### src/rtl/sh7604_intc_pkg.sv
// rtl/sh7604_intc_pkg.sv - shared types, register map and constants for the SH7604 interrupt controller
// Purpose: register layouts, init/write/read masks, register addresses and the arbiter source tuple.
// Ports: none (package).
package sh7604_intc_pkg;

    localparam int NUM_SRC = 14;
    localparam int NUM_REG = 8;

    typedef struct packed { logic [3:0] divu; logic [3:0] dmac; logic [3:0] wdt; logic [3:0] rsv; } ipra_t;
    typedef struct packed { logic [3:0] sci; logic [3:0] frt; logic [7:0] rsv; } iprb_t;
    typedef struct packed { logic rsv_h; logic [6:0] vec_h; logic rsv_l; logic [6:0] vec_l; } vcr_t;
    typedef struct packed { logic nmil; logic [5:0] rsv_h; logic nmie; logic [6:0] rsv_l; logic vecmd; } icr_t;

    // One arbiter candidate: request line, programmed level, vector.
    typedef struct packed { logic req; logic [3:0] lvl; logic [7:0] vec; } src_t;

    typedef enum logic [2:0] {
        REG_IPRA, REG_IPRB, REG_VCRA, REG_VCRB, REG_VCRC, REG_VCRD, REG_VCRWDT, REG_ICR
    } reg_idx_t;

    localparam logic [31:0] IPRA_ADDR   = 32'hFFFF_FEE2;
    localparam logic [31:0] IPRB_ADDR   = 32'hFFFF_FE60;
    localparam logic [31:0] VCRA_ADDR   = 32'hFFFF_FE62;
    localparam logic [31:0] VCRB_ADDR   = 32'hFFFF_FE64;
    localparam logic [31:0] VCRC_ADDR   = 32'hFFFF_FE66;
    localparam logic [31:0] VCRD_ADDR   = 32'hFFFF_FE68;
    localparam logic [31:0] VCRWDT_ADDR = 32'hFFFF_FEE4;
    localparam logic [31:0] ICR_ADDR    = 32'hFFFF_FEE0;

    localparam logic [15:0] IPRA_INIT  = 16'h0000;
    localparam logic [15:0] IPRB_INIT  = 16'h0000;
    localparam logic [15:0] VCR_INIT   = 16'h0000;
    localparam logic [15:0] ICR_INIT   = 16'h0000;

    localparam logic [15:0] IPRA_WMASK = 16'hFFF0;
    localparam logic [15:0] IPRB_WMASK = 16'hFF00;
    localparam logic [15:0] VCR_WMASK  = 16'h7F7F;
    localparam logic [15:0] VCRD_WMASK = 16'h7F00;
    localparam logic [15:0] ICR_WMASK  = 16'h0101;

    localparam logic [15:0] IPRA_RMASK = 16'hFFF0;
    localparam logic [15:0] IPRB_RMASK = 16'hFF00;
    localparam logic [15:0] VCR_RMASK  = 16'h7F7F;
    localparam logic [15:0] VCRD_RMASK = 16'h7F00;
    localparam logic [15:0] ICR_RMASK  = 16'h8101;

    function automatic logic [31:0] reg_addr(input reg_idx_t idx);
        case (idx)
            REG_IPRA:   return IPRA_ADDR;
            REG_IPRB:   return IPRB_ADDR;
            REG_VCRA:   return VCRA_ADDR;
            REG_VCRB:   return VCRB_ADDR;
            REG_VCRC:   return VCRC_ADDR;
            REG_VCRD:   return VCRD_ADDR;
            REG_VCRWDT: return VCRWDT_ADDR;
            default:    return ICR_ADDR;
        endcase
    endfunction

    function automatic logic [15:0] reg_wmask(input reg_idx_t idx);
        case (idx)
            REG_IPRA: return IPRA_WMASK;
            REG_IPRB: return IPRB_WMASK;
            REG_VCRD: return VCRD_WMASK;
            REG_ICR:  return ICR_WMASK;
            default:  return VCR_WMASK;
        endcase
    endfunction

    function automatic logic [15:0] reg_rmask(input reg_idx_t idx);
        case (idx)
            REG_IPRA: return IPRA_RMASK;
            REG_IPRB: return IPRB_RMASK;
            REG_VCRD: return VCRD_RMASK;
            REG_ICR:  return ICR_RMASK;
            default:  return VCR_RMASK;
        endcase
    endfunction

    function automatic logic [15:0] reg_init(input reg_idx_t idx);
        case (idx)
            REG_IPRA: return IPRA_INIT;
            REG_IPRB: return IPRB_INIT;
            REG_ICR:  return ICR_INIT;
            default:  return VCR_INIT;
        endcase
    endfunction

    function automatic src_t mk_src(input logic req, input logic [3:0] lvl, input logic [7:0] vec);
        return '{req: req, lvl: lvl, vec: vec};
    endfunction

endpackage

### src/rtl/sh7604_intc_if.sv
// rtl/sh7604_intc_if.sv - internal bus and CPU interrupt handshake bundle for the INTC
// Purpose: groups IBUS register access and the INT_* request/ack signals.
// Ports: master = CPU/bus side, slave = INTC side.
interface sh7604_intc_if;
    logic [31:0] IBUS_A;
    logic [31:0] IBUS_DI;
    logic [31:0] IBUS_DO;
    logic [3:0]  IBUS_BA;
    logic        IBUS_WE;
    logic        IBUS_REQ;
    logic        IBUS_BUSY;
    logic        IBUS_ACT;
    logic [3:0]  INT_LVL;
    logic        INT_NMI;
    logic [7:0]  INT_VEC;
    logic        INT_ACK;

    modport master (
        output IBUS_A, IBUS_DI, IBUS_BA, IBUS_WE, IBUS_REQ, INT_ACK,
        input  IBUS_DO, IBUS_BUSY, IBUS_ACT, INT_LVL, INT_NMI, INT_VEC
    );

    modport slave (
        input  IBUS_A, IBUS_DI, IBUS_BA, IBUS_WE, IBUS_REQ, INT_ACK,
        output IBUS_DO, IBUS_BUSY, IBUS_ACT, INT_LVL, INT_NMI, INT_VEC
    );
endinterface

### src/rtl/sh7604_intc_arb.sv
// rtl/sh7604_intc_arb.sv - combinational priority arbiter over the 14 INTC sources
// Purpose: picks the highest-level requesting source; ties go to the lower index.
// Ports: i_src[14] {req,lvl,vec} in; o_lvl (0 = none), o_vec out.
module sh7604_intc_arb
    import sh7604_intc_pkg::*;
(
    input  src_t       i_src [NUM_SRC],
    output logic [3:0] o_lvl,
    output logic [7:0] o_vec
);

    logic [3:0] w_lvl;
    logic [7:0] w_vec;

    // Strict greater-than keeps the earliest index on equal levels; a level of 0 never wins.
    always_comb begin
        w_lvl = 4'd0;
        w_vec = 8'd0;
        for (int i = 0; i < NUM_SRC; i++) begin
            if (i_src[i].req && (i_src[i].lvl > w_lvl)) begin
                w_lvl = i_src[i].lvl;
                w_vec = i_src[i].vec;
            end
        end
    end

    assign o_lvl = w_lvl;
    assign o_vec = w_vec;

endmodule

### src/rtl/sh7604_intc.sv
// rtl/sh7604_intc.sv - SH7604 on-chip interrupt controller top
// Purpose: IPR/VCR/ICR registers, NMI edge latch, source resolution and registered INT_* outputs.
// Ports: CLK, RST_N (async), CE_R/CE_F phase enables, EN, RES_N (sync soft reset), NMI_N, IRL_N,
//        EXT_VEC, peripheral request lines and vectors, NMI_LVL, bus_if (IBUS + INT handshake).
module sh7604_intc
    import sh7604_intc_pkg::*;
#(
    parameter logic [7:0] IRL_AUTOVEC_BASE = 8'd64
) (
    input  logic       CLK,
    input  logic       RST_N,
    input  logic       CE_R,
    input  logic       CE_F,
    input  logic       EN,
    input  logic       RES_N,
    input  logic       NMI_N,
    input  logic [3:0] IRL_N,
    input  logic [7:0] EXT_VEC,
    input  logic       FRT_ICI, FRT_OCIA, FRT_OCIB, FRT_OVI,
    input  logic       SCI_ERI, SCI_RXI, SCI_TXI, SCI_TEI,
    input  logic       WDT_ITI, BSC_CMI, DIVU_OVFI, DMAC0_TEI, DMAC1_TEI,
    input  logic [7:0] DMAC0_VEC,
    input  logic [7:0] DMAC1_VEC,
    input  logic [7:0] DIVU_VEC,
    output logic       NMI_LVL,
    sh7604_intc_if.slave bus_if
);

    logic [15:0] r_reg [NUM_REG];
    logic [15:0] w_wdata [NUM_REG];
    logic [NUM_REG-1:0] w_hit;
    logic        w_act;
    logic [31:0] w_reg_do;
    logic [31:0] r_reg_do;
    logic        r_nmi_q, r_nmi_vld, r_nmi;
    logic [3:0]  r_int_lvl;
    logic [7:0]  r_int_vec;

    ipra_t w_ipra;
    iprb_t w_iprb;
    vcr_t  w_vcra, w_vcrb, w_vcrc, w_vcrd, w_vcrwdt;
    icr_t  w_icr;

    assign w_ipra   = r_reg[REG_IPRA];
    assign w_iprb   = r_reg[REG_IPRB];
    assign w_vcra   = r_reg[REG_VCRA];
    assign w_vcrb   = r_reg[REG_VCRB];
    assign w_vcrc   = r_reg[REG_VCRC];
    assign w_vcrd   = r_reg[REG_VCRD];
    assign w_vcrwdt = r_reg[REG_VCRWDT];
    assign w_icr    = r_reg[REG_ICR];

    // Registers sit in halfwords of 32-bit words: offset 0 uses lanes [3:2], offset 2 lanes [1:0].
    always_comb begin
        logic [31:0] w_addr;
        logic [1:0]  w_be;
        logic [15:0] w_d, w_m, w_rd;
        w_act    = 1'b0;
        w_reg_do = '0;
        w_hit    = '0;
        for (int i = 0; i < NUM_REG; i++) begin
            w_addr     = reg_addr(reg_idx_t'(i));
            w_be       = w_addr[1] ? bus_if.IBUS_BA[1:0] : bus_if.IBUS_BA[3:2];
            w_d        = w_addr[1] ? bus_if.IBUS_DI[15:0] : bus_if.IBUS_DI[31:16];
            w_m        = {{8{w_be[1]}}, {8{w_be[0]}}} & reg_wmask(reg_idx_t'(i));
            w_wdata[i] = (r_reg[i] & ~w_m) | (w_d & w_m);
            w_rd       = r_reg[i] & reg_rmask(reg_idx_t'(i));
            if (i == int'(REG_ICR)) w_rd[15] = r_nmi_q;
            w_hit[i]   = bus_if.IBUS_REQ && (bus_if.IBUS_A[31:2] == w_addr[31:2]);
            if (w_hit[i]) begin
                w_act = 1'b1;
                if (w_addr[1]) w_reg_do[15:0]  = w_rd;
                else           w_reg_do[31:16] = w_rd;
            end
        end
    end

    // Source table; index order is the tie-break order.
    src_t       w_src [NUM_SRC];
    logic [3:0] w_irl_lvl;
    logic [3:0] w_arb_lvl;
    logic [7:0] w_arb_vec;

    assign w_irl_lvl = ~IRL_N;

    always_comb begin
        w_src[0]  = mk_src(IRL_N != 4'hF, w_irl_lvl,
                           w_icr.vecmd ? EXT_VEC : IRL_AUTOVEC_BASE + {5'd0, w_irl_lvl[3:1]});
        w_src[1]  = mk_src(DIVU_OVFI, w_ipra.divu, DIVU_VEC);
        w_src[2]  = mk_src(DMAC0_TEI, w_ipra.dmac, DMAC0_VEC);
        w_src[3]  = mk_src(DMAC1_TEI, w_ipra.dmac, DMAC1_VEC);
        w_src[4]  = mk_src(WDT_ITI,   w_ipra.wdt,  {1'b0, w_vcrwdt.vec_h});
        w_src[5]  = mk_src(BSC_CMI,   w_ipra.wdt,  {1'b0, w_vcrwdt.vec_l});
        w_src[6]  = mk_src(SCI_ERI,   w_iprb.sci,  {1'b0, w_vcra.vec_h});
        w_src[7]  = mk_src(SCI_RXI,   w_iprb.sci,  {1'b0, w_vcra.vec_l});
        w_src[8]  = mk_src(SCI_TXI,   w_iprb.sci,  {1'b0, w_vcrb.vec_h});
        w_src[9]  = mk_src(SCI_TEI,   w_iprb.sci,  {1'b0, w_vcrb.vec_l});
        w_src[10] = mk_src(FRT_ICI,   w_iprb.frt,  {1'b0, w_vcrc.vec_h});
        w_src[11] = mk_src(FRT_OCIA,  w_iprb.frt,  {1'b0, w_vcrc.vec_l});
        w_src[12] = mk_src(FRT_OCIB,  w_iprb.frt,  {1'b0, w_vcrc.vec_l});
        w_src[13] = mk_src(FRT_OVI,   w_iprb.frt,  {1'b0, w_vcrd.vec_h});
    end

    sh7604_intc_arb u_arb (
        .i_src (w_src),
        .o_lvl (w_arb_lvl),
        .o_vec (w_arb_vec)
    );

    // r_nmi_vld suppresses a false edge on the first sample after reset.
    logic w_nmi_edge, w_nmi_next;
    assign w_nmi_edge = r_nmi_vld && (w_icr.nmie ? (!r_nmi_q && NMI_N) : (r_nmi_q && !NMI_N));
    // The next latch value feeds the outputs so NMI also appears one CE_R after its edge.
    assign w_nmi_next = w_nmi_edge || (r_nmi && !(bus_if.INT_ACK && r_nmi));

    always_ff @(posedge CLK or negedge RST_N) begin
        if (!RST_N) begin
            for (int i = 0; i < NUM_REG; i++) r_reg[i] <= reg_init(reg_idx_t'(i));
            r_nmi_q   <= 1'b0;
            r_nmi_vld <= 1'b0;
            r_nmi     <= 1'b0;
            r_int_lvl <= 4'd0;
            r_int_vec <= 8'd0;
        end else if (!RES_N) begin
            for (int i = 0; i < NUM_REG; i++) r_reg[i] <= reg_init(reg_idx_t'(i));
            r_nmi_q   <= 1'b0;
            r_nmi_vld <= 1'b0;
            r_nmi     <= 1'b0;
            r_int_lvl <= 4'd0;
            r_int_vec <= 8'd0;
        end else if (CE_R && EN) begin
            for (int i = 0; i < NUM_REG; i++) begin
                if (w_hit[i] && bus_if.IBUS_WE) r_reg[i] <= w_wdata[i];
            end
            r_nmi_q   <= NMI_N;
            r_nmi_vld <= 1'b1;
            r_nmi     <= w_nmi_next;
            r_int_lvl <= w_nmi_next ? 4'd15 : w_arb_lvl;
            r_int_vec <= w_nmi_next ? 8'd11 : w_arb_vec;
        end
    end

    always_ff @(posedge CLK or negedge RST_N) begin
        if (!RST_N)       r_reg_do <= '0;
        else if (!RES_N)  r_reg_do <= '0;
        else if (CE_F)    r_reg_do <= w_reg_do;
    end

    assign bus_if.IBUS_ACT  = w_act;
    assign bus_if.IBUS_DO   = w_act ? r_reg_do : 32'd0;
    assign bus_if.IBUS_BUSY = 1'b0;
    assign bus_if.INT_LVL   = r_int_lvl;
    assign bus_if.INT_NMI   = r_nmi;
    assign bus_if.INT_VEC   = r_int_vec;
    assign NMI_LVL          = r_nmi_q;

endmodule
### src/flat_wrapper.sv
// flat-port wrapper written by rule: the top's interface ports become plain ports
module sh7604_intc_flat import sh7604_intc_pkg::*;
#(
    parameter logic [7:0] IRL_AUTOVEC_BASE = 8'd64
)
  (CLK, RST_N, CE_R, CE_F, EN, RES_N, NMI_N, IRL_N, EXT_VEC, FRT_ICI, FRT_OCIA, FRT_OCIB, FRT_OVI, SCI_ERI, SCI_RXI, SCI_TXI, SCI_TEI, WDT_ITI, BSC_CMI, DIVU_OVFI, DMAC0_TEI, DMAC1_TEI, DMAC0_VEC, DMAC1_VEC, DIVU_VEC, NMI_LVL, bus_if_IBUS_A, bus_if_IBUS_DI, bus_if_IBUS_BA, bus_if_IBUS_WE, bus_if_IBUS_REQ, bus_if_INT_ACK, bus_if_IBUS_DO, bus_if_IBUS_BUSY, bus_if_IBUS_ACT, bus_if_INT_LVL, bus_if_INT_NMI, bus_if_INT_VEC);
  sh7604_intc_if bus_if_i ();
  input  logic CLK;
  input  logic RST_N;
  input  logic CE_R;
  input  logic CE_F;
  input  logic EN;
  input  logic RES_N;
  input  logic NMI_N;
  input  logic [3:0] IRL_N;
  input  logic [7:0] EXT_VEC;
  input  logic FRT_ICI;
  input  logic FRT_OCIA;
  input  logic FRT_OCIB;
  input  logic FRT_OVI;
  input  logic SCI_ERI;
  input  logic SCI_RXI;
  input  logic SCI_TXI;
  input  logic SCI_TEI;
  input  logic WDT_ITI;
  input  logic BSC_CMI;
  input  logic DIVU_OVFI;
  input  logic DMAC0_TEI;
  input  logic DMAC1_TEI;
  input  logic [7:0] DMAC0_VEC;
  input  logic [7:0] DMAC1_VEC;
  input  logic [7:0] DIVU_VEC;
  output logic NMI_LVL;
  input wire logic [$bits(bus_if_i.IBUS_A)-1:0] bus_if_IBUS_A;
  input wire logic [$bits(bus_if_i.IBUS_DI)-1:0] bus_if_IBUS_DI;
  input wire logic [$bits(bus_if_i.IBUS_BA)-1:0] bus_if_IBUS_BA;
  input wire logic [$bits(bus_if_i.IBUS_WE)-1:0] bus_if_IBUS_WE;
  input wire logic [$bits(bus_if_i.IBUS_REQ)-1:0] bus_if_IBUS_REQ;
  input wire logic [$bits(bus_if_i.INT_ACK)-1:0] bus_if_INT_ACK;
  output wire logic [$bits(bus_if_i.IBUS_DO)-1:0] bus_if_IBUS_DO;
  output wire logic [$bits(bus_if_i.IBUS_BUSY)-1:0] bus_if_IBUS_BUSY;
  output wire logic [$bits(bus_if_i.IBUS_ACT)-1:0] bus_if_IBUS_ACT;
  output wire logic [$bits(bus_if_i.INT_LVL)-1:0] bus_if_INT_LVL;
  output wire logic [$bits(bus_if_i.INT_NMI)-1:0] bus_if_INT_NMI;
  output wire logic [$bits(bus_if_i.INT_VEC)-1:0] bus_if_INT_VEC;
  assign bus_if_i.IBUS_A = bus_if_IBUS_A;
  assign bus_if_i.IBUS_DI = bus_if_IBUS_DI;
  assign bus_if_i.IBUS_BA = bus_if_IBUS_BA;
  assign bus_if_i.IBUS_WE = bus_if_IBUS_WE;
  assign bus_if_i.IBUS_REQ = bus_if_IBUS_REQ;
  assign bus_if_i.INT_ACK = bus_if_INT_ACK;
  assign bus_if_IBUS_DO = bus_if_i.IBUS_DO;
  assign bus_if_IBUS_BUSY = bus_if_i.IBUS_BUSY;
  assign bus_if_IBUS_ACT = bus_if_i.IBUS_ACT;
  assign bus_if_INT_LVL = bus_if_i.INT_LVL;
  assign bus_if_INT_NMI = bus_if_i.INT_NMI;
  assign bus_if_INT_VEC = bus_if_i.INT_VEC;
  sh7604_intc #(.IRL_AUTOVEC_BASE(IRL_AUTOVEC_BASE)) u_core (.CLK(CLK), .RST_N(RST_N), .CE_R(CE_R), .CE_F(CE_F), .EN(EN), .RES_N(RES_N), .NMI_N(NMI_N), .IRL_N(IRL_N), .EXT_VEC(EXT_VEC), .FRT_ICI(FRT_ICI), .FRT_OCIA(FRT_OCIA), .FRT_OCIB(FRT_OCIB), .FRT_OVI(FRT_OVI), .SCI_ERI(SCI_ERI), .SCI_RXI(SCI_RXI), .SCI_TXI(SCI_TXI), .SCI_TEI(SCI_TEI), .WDT_ITI(WDT_ITI), .BSC_CMI(BSC_CMI), .DIVU_OVFI(DIVU_OVFI), .DMAC0_TEI(DMAC0_TEI), .DMAC1_TEI(DMAC1_TEI), .DMAC0_VEC(DMAC0_VEC), .DMAC1_VEC(DMAC1_VEC), .DIVU_VEC(DIVU_VEC), .NMI_LVL(NMI_LVL), .bus_if(bus_if_i));
endmodule
### config.mk
export PLATFORM = sky130hd
export DESIGN_NAME = sh7604_intc_flat
export DESIGN_NICKNAME = d
export VERILOG_FILES = /design/src/rtl/sh7604_intc_pkg.sv /design/src/rtl/sh7604_intc_if.sv /design/src/rtl/sh7604_intc_arb.sv /design/src/rtl/sh7604_intc.sv /design/src/flat_wrapper.sv
export SDC_FILE = /design/constraint.sdc
export NUM_CORES = 1
export LEC_CHECK = 0
export BUFFER_PORTS_ARGS = -buffer_cell sky130_fd_sc_hd__clkbuf_2
export CAP_MARGIN = 15
export CORE_MARGIN = 3
export CORE_UTILIZATION = 35
export CTS_BUF_LIST = sky130_fd_sc_hd__clkbuf_2 sky130_fd_sc_hd__clkbuf_4 sky130_fd_sc_hd__clkbuf_8
export CTS_CLUSTER_DIAMETER = 30
export DETAILED_ROUTE_END_ITERATION = 8
export GPL_TIMING_DRIVEN = 0
export PLACE_DENSITY = 0.65
export SYNTH_ARGS = -nofsm -noshare
export SYNTH_HDL_FRONTEND = slang
export SYNTH_HIERARCHICAL = 1
export SYNTH_SLANG_ARGS = --single-unit
### constraint.sdc
create_clock -name CLK -period 19.4 [get_ports CLK]
set_input_delay 0 -clock CLK [delete_from_list [all_inputs] [get_ports CLK]]
set_output_delay 0 -clock CLK [all_outputs]
set_load 0.02 [all_outputs]
==> flow_summary.yaml <==
hold_path:
  hold_depth: 5
  min_path_type: "input pin to flip-flop"
  min_from: "FRT_OVI"
  hold_end: "u_core/bus_if.INT_LVL[1]"
sta:
  period_minus_slack_ns: 18.66
  setup_tns_ns: 0
  post-route-period-util_pct: 96.19
  setup_viol: 0
  finalHoldViolations: 0
  fmax_ghz: 0.05359
  slew_headroom_pct: 47.51
  maxSlewViolCount: 0
  holdWs_ns: 0.08633
  skew_ns: 0.01433
  tightest_slew_ns: 0.7874
layout:
  multiInputGateArea_um2: 7267
  nFillCells: 2852
  areaGrowthSynthToFinish_pct: 29.72
  register_area_um2: 3278
  diodes: 0
  drive_above_1_share_pct: 26.93
  final_nets: 1697
power:
  powerDensity_nw_per_um2: 66.16
  p_leak_uw: 0.006550
  power_uw: 904.7
  ir_worst_vdd_mv: 0.04088
logic_synthesis:
  syn-mean-instance-area_um2: 8.392
  yosysWarnings: 6
  synth_edf_count: 0
  synth_area_leaders: "dfrtp_1, mux2i_1, nand2_1"
  netlist_area_um2: 10540
  synthFlopType: "dfrtp_1"
  syn_inst: 1256
  yosys-top-cells-count: "nand2_1, dfrtp_1, mux2i_1"
  synthDominantCellAreaShare_pct: 31.10
  yosysTopAreaCell: "dfrtp_1"
  synthArstFlopShare_pct: 100.0
  yosysSeqAreaShare_pct: 31.10
  synth_cell_type_count: 103
  ys_ff_latch: 131
  synth_most_common_cell: "nand2_1"
placed_design:
  dpl.hpwl_um: 27080
  gp_congestion: 0.9025
  place.port_buffers: 168
cts:
  clock_latency_ns: 0.46
  clkSlewWorstSetupHoldPaths_ns: 0.09
  cts_tree: "done"
  clk_path_buf_depth: 2
  cts_made_buffers: 17
  cts-htree-levels: 4
  root_buffer: "clkbuf_8"
  cts_sinks: 131
grt:
  grt_pass1_vias: 10240
  grt_max_degree: 97
  overflow: 0
  antenna_found_initial: 0
  grtUsageMet3_pct: 3.921
  top_usage_layer: "met2"
  met1_usage_pct: 28.83
  grt.total_usage_pct: 21.34
  grt_first_pass_wirelength_um: 56030
  grt_use_met2_pct: 35.31
worst_setup_path:
  slowest_stage: "or4b_4"
  startpoint: "u_core/w_ipra[15]"
  cp_common_cell: "ha_4"
  cp_max_fo: 10
  cp-end-kind: "flip-flop"
  r2r_slack_ns: 0.74
  critPathArrivalTime_ns: 18.99
  start_kind: "flip-flop"
  worst-r2r-cell-count: 102
  cp_data_required_time_ns: 19.73
  cpPeakStageDelay_ns: 0.50
  reg2reg_to: "u_core/bus_if.INT_VEC[1]"
  r2r-start: "u_core/w_ipra[15]"
  crit_type: "flip-flop to flip-flop"
drt:
  drtIter0Drc: 864
  vias_per_cell: 5.524
  drcViolationCount: 0
  drt_wl_total_um: 36370
  post_drt_wl_per_cell_um: 18.78
  num_vias: 10690
  drt.antenna.violating_nets: 0
  dr.pass1.iters: 6
run_status:
  outcome: "complete, no violations"
die:
  start_util_pct: 36.14
  die-area_um2: 32230
  core_area_um2: 29170
  row_count: 62
  boundaryPins: 175
  die-width_um: 179.5
  die_h_um: 179.5
run:
  maxCapViolCount: 0
## cells by family after synthesis
| family | synth area share [%] |
|---|---|
| other cells | 0.03558 |
| simple gates | 22.46 |
| compound gates | 22.26 |
| xor+xnor | 1.330 |
| mux | 13.76 |
| flops | 31.10 |
| fa+ha+maj | 3.965 |
| buf+inv | 5.093 |
## how the worst max path moves through the flow
stage | endpoint | slack [ns]
CTS | u_core/bus_if.INT_VEC[0] | 0.005
global route | u_core/bus_if.INT_VEC[1] | -0.19
global placement | u_core/bus_if.INT_VEC[0] | -3.23
detailed placement | u_core/bus_if.INT_VEC[3] | -3.62
finish | u_core/bus_if.INT_VEC[1] | 0.74
floorplan | u_core/bus_if.INT_VEC[0] | 0.05
## where the power goes
part           switching, uW  internal (uW)  total (uW)
clock network            123            105         228
logic                    210            187         397
registers               2.75            277         280
total                    336            568         905
## critical path: cells and delay by family (launching register included)
kind,cells,cell delay (ns)
compound gates,40,6.80
fa+ha+maj,15,4.02
buf+inv,15,1.87
flops,1,0.47
mux,8,2.27
simple gates,24,3.13
## placed cells by master, fill, tap and decap left out, types with 39 or more instances in the layout
cell and count:
a21oi_1 39, and2_1 46, buf_4 52, clkbuf_2 170, dfrtp_1 131, dlygate4sd3_1 42, inv_1 50, mux2i_1 116
nand2_1 221, nand3_1 50, nor2_1 49, o21ai_0 87
## layout make-up
cell class | count | share of cell area (%)
sequential | 131 | 23.98
clock inverter | 15 | 1.089
inverter | 55 | 1.510
clock buffer | 17 | 1.711
timing repair buffer | 255 | 11.91
buffer | 69 | 3.148
multi-input combinational | 1010 | 53.15
tap | 384 | 3.514
## registers in the layout, indices dropped and copies added (netlist names)
name                   cells
u_core/r_reg_do           31
u_core/w_vcra             14
u_core/w_vcrb             14
u_core/w_vcrc             14
u_core/w_vcrwdt           14
u_core/w_ipra             12
u_core/bus_if.INT_VEC      8
u_core/w_iprb              8
u_core/w_vcrd              7
u_core/bus_if.INT_LVL      4
u_core/w_icr               2
u_core/NMI_LVL             1
u_core/bus_if.INT_NMI      1
u_core/r_nmi_vld           1
## per-stage QoR
stage / utilization, % / worst slack, ns / std cells / cell area (um2)
after global placement: 40.92 / -3.231 / 1819 / 11940
after global routing: 46.88 / -0.1907 / 1936 / 13670
after detailed placement: 41.05 / -3.622 / 1820 / 11970
final: 46.88 / 0.7400 / 1936 / 13670
after CTS: 45.39 / 0.004905 / 1917 / 13240
after floorplan: - / 0.05310 / 1267 / 10620
## routing by layer
layer	vias to the layer above	wire [um]	part of all wire [%]
met5	-	0	0
met4	0	812	2.2
met3	49	2643	7.3
met2	414	17020	47
met1	5143	15890	44
li1	5088	-	-
## repair_timing
item	in CTS	in global routing
hold buffers	42	0
buffers inserted	25	19
resized for setup	66	78
pin swaps	16	31
hold endpoints to repair	221	0
endpoints found under the setup margin	12	12
No activity file was read; power rests on OpenSTA's default activity.
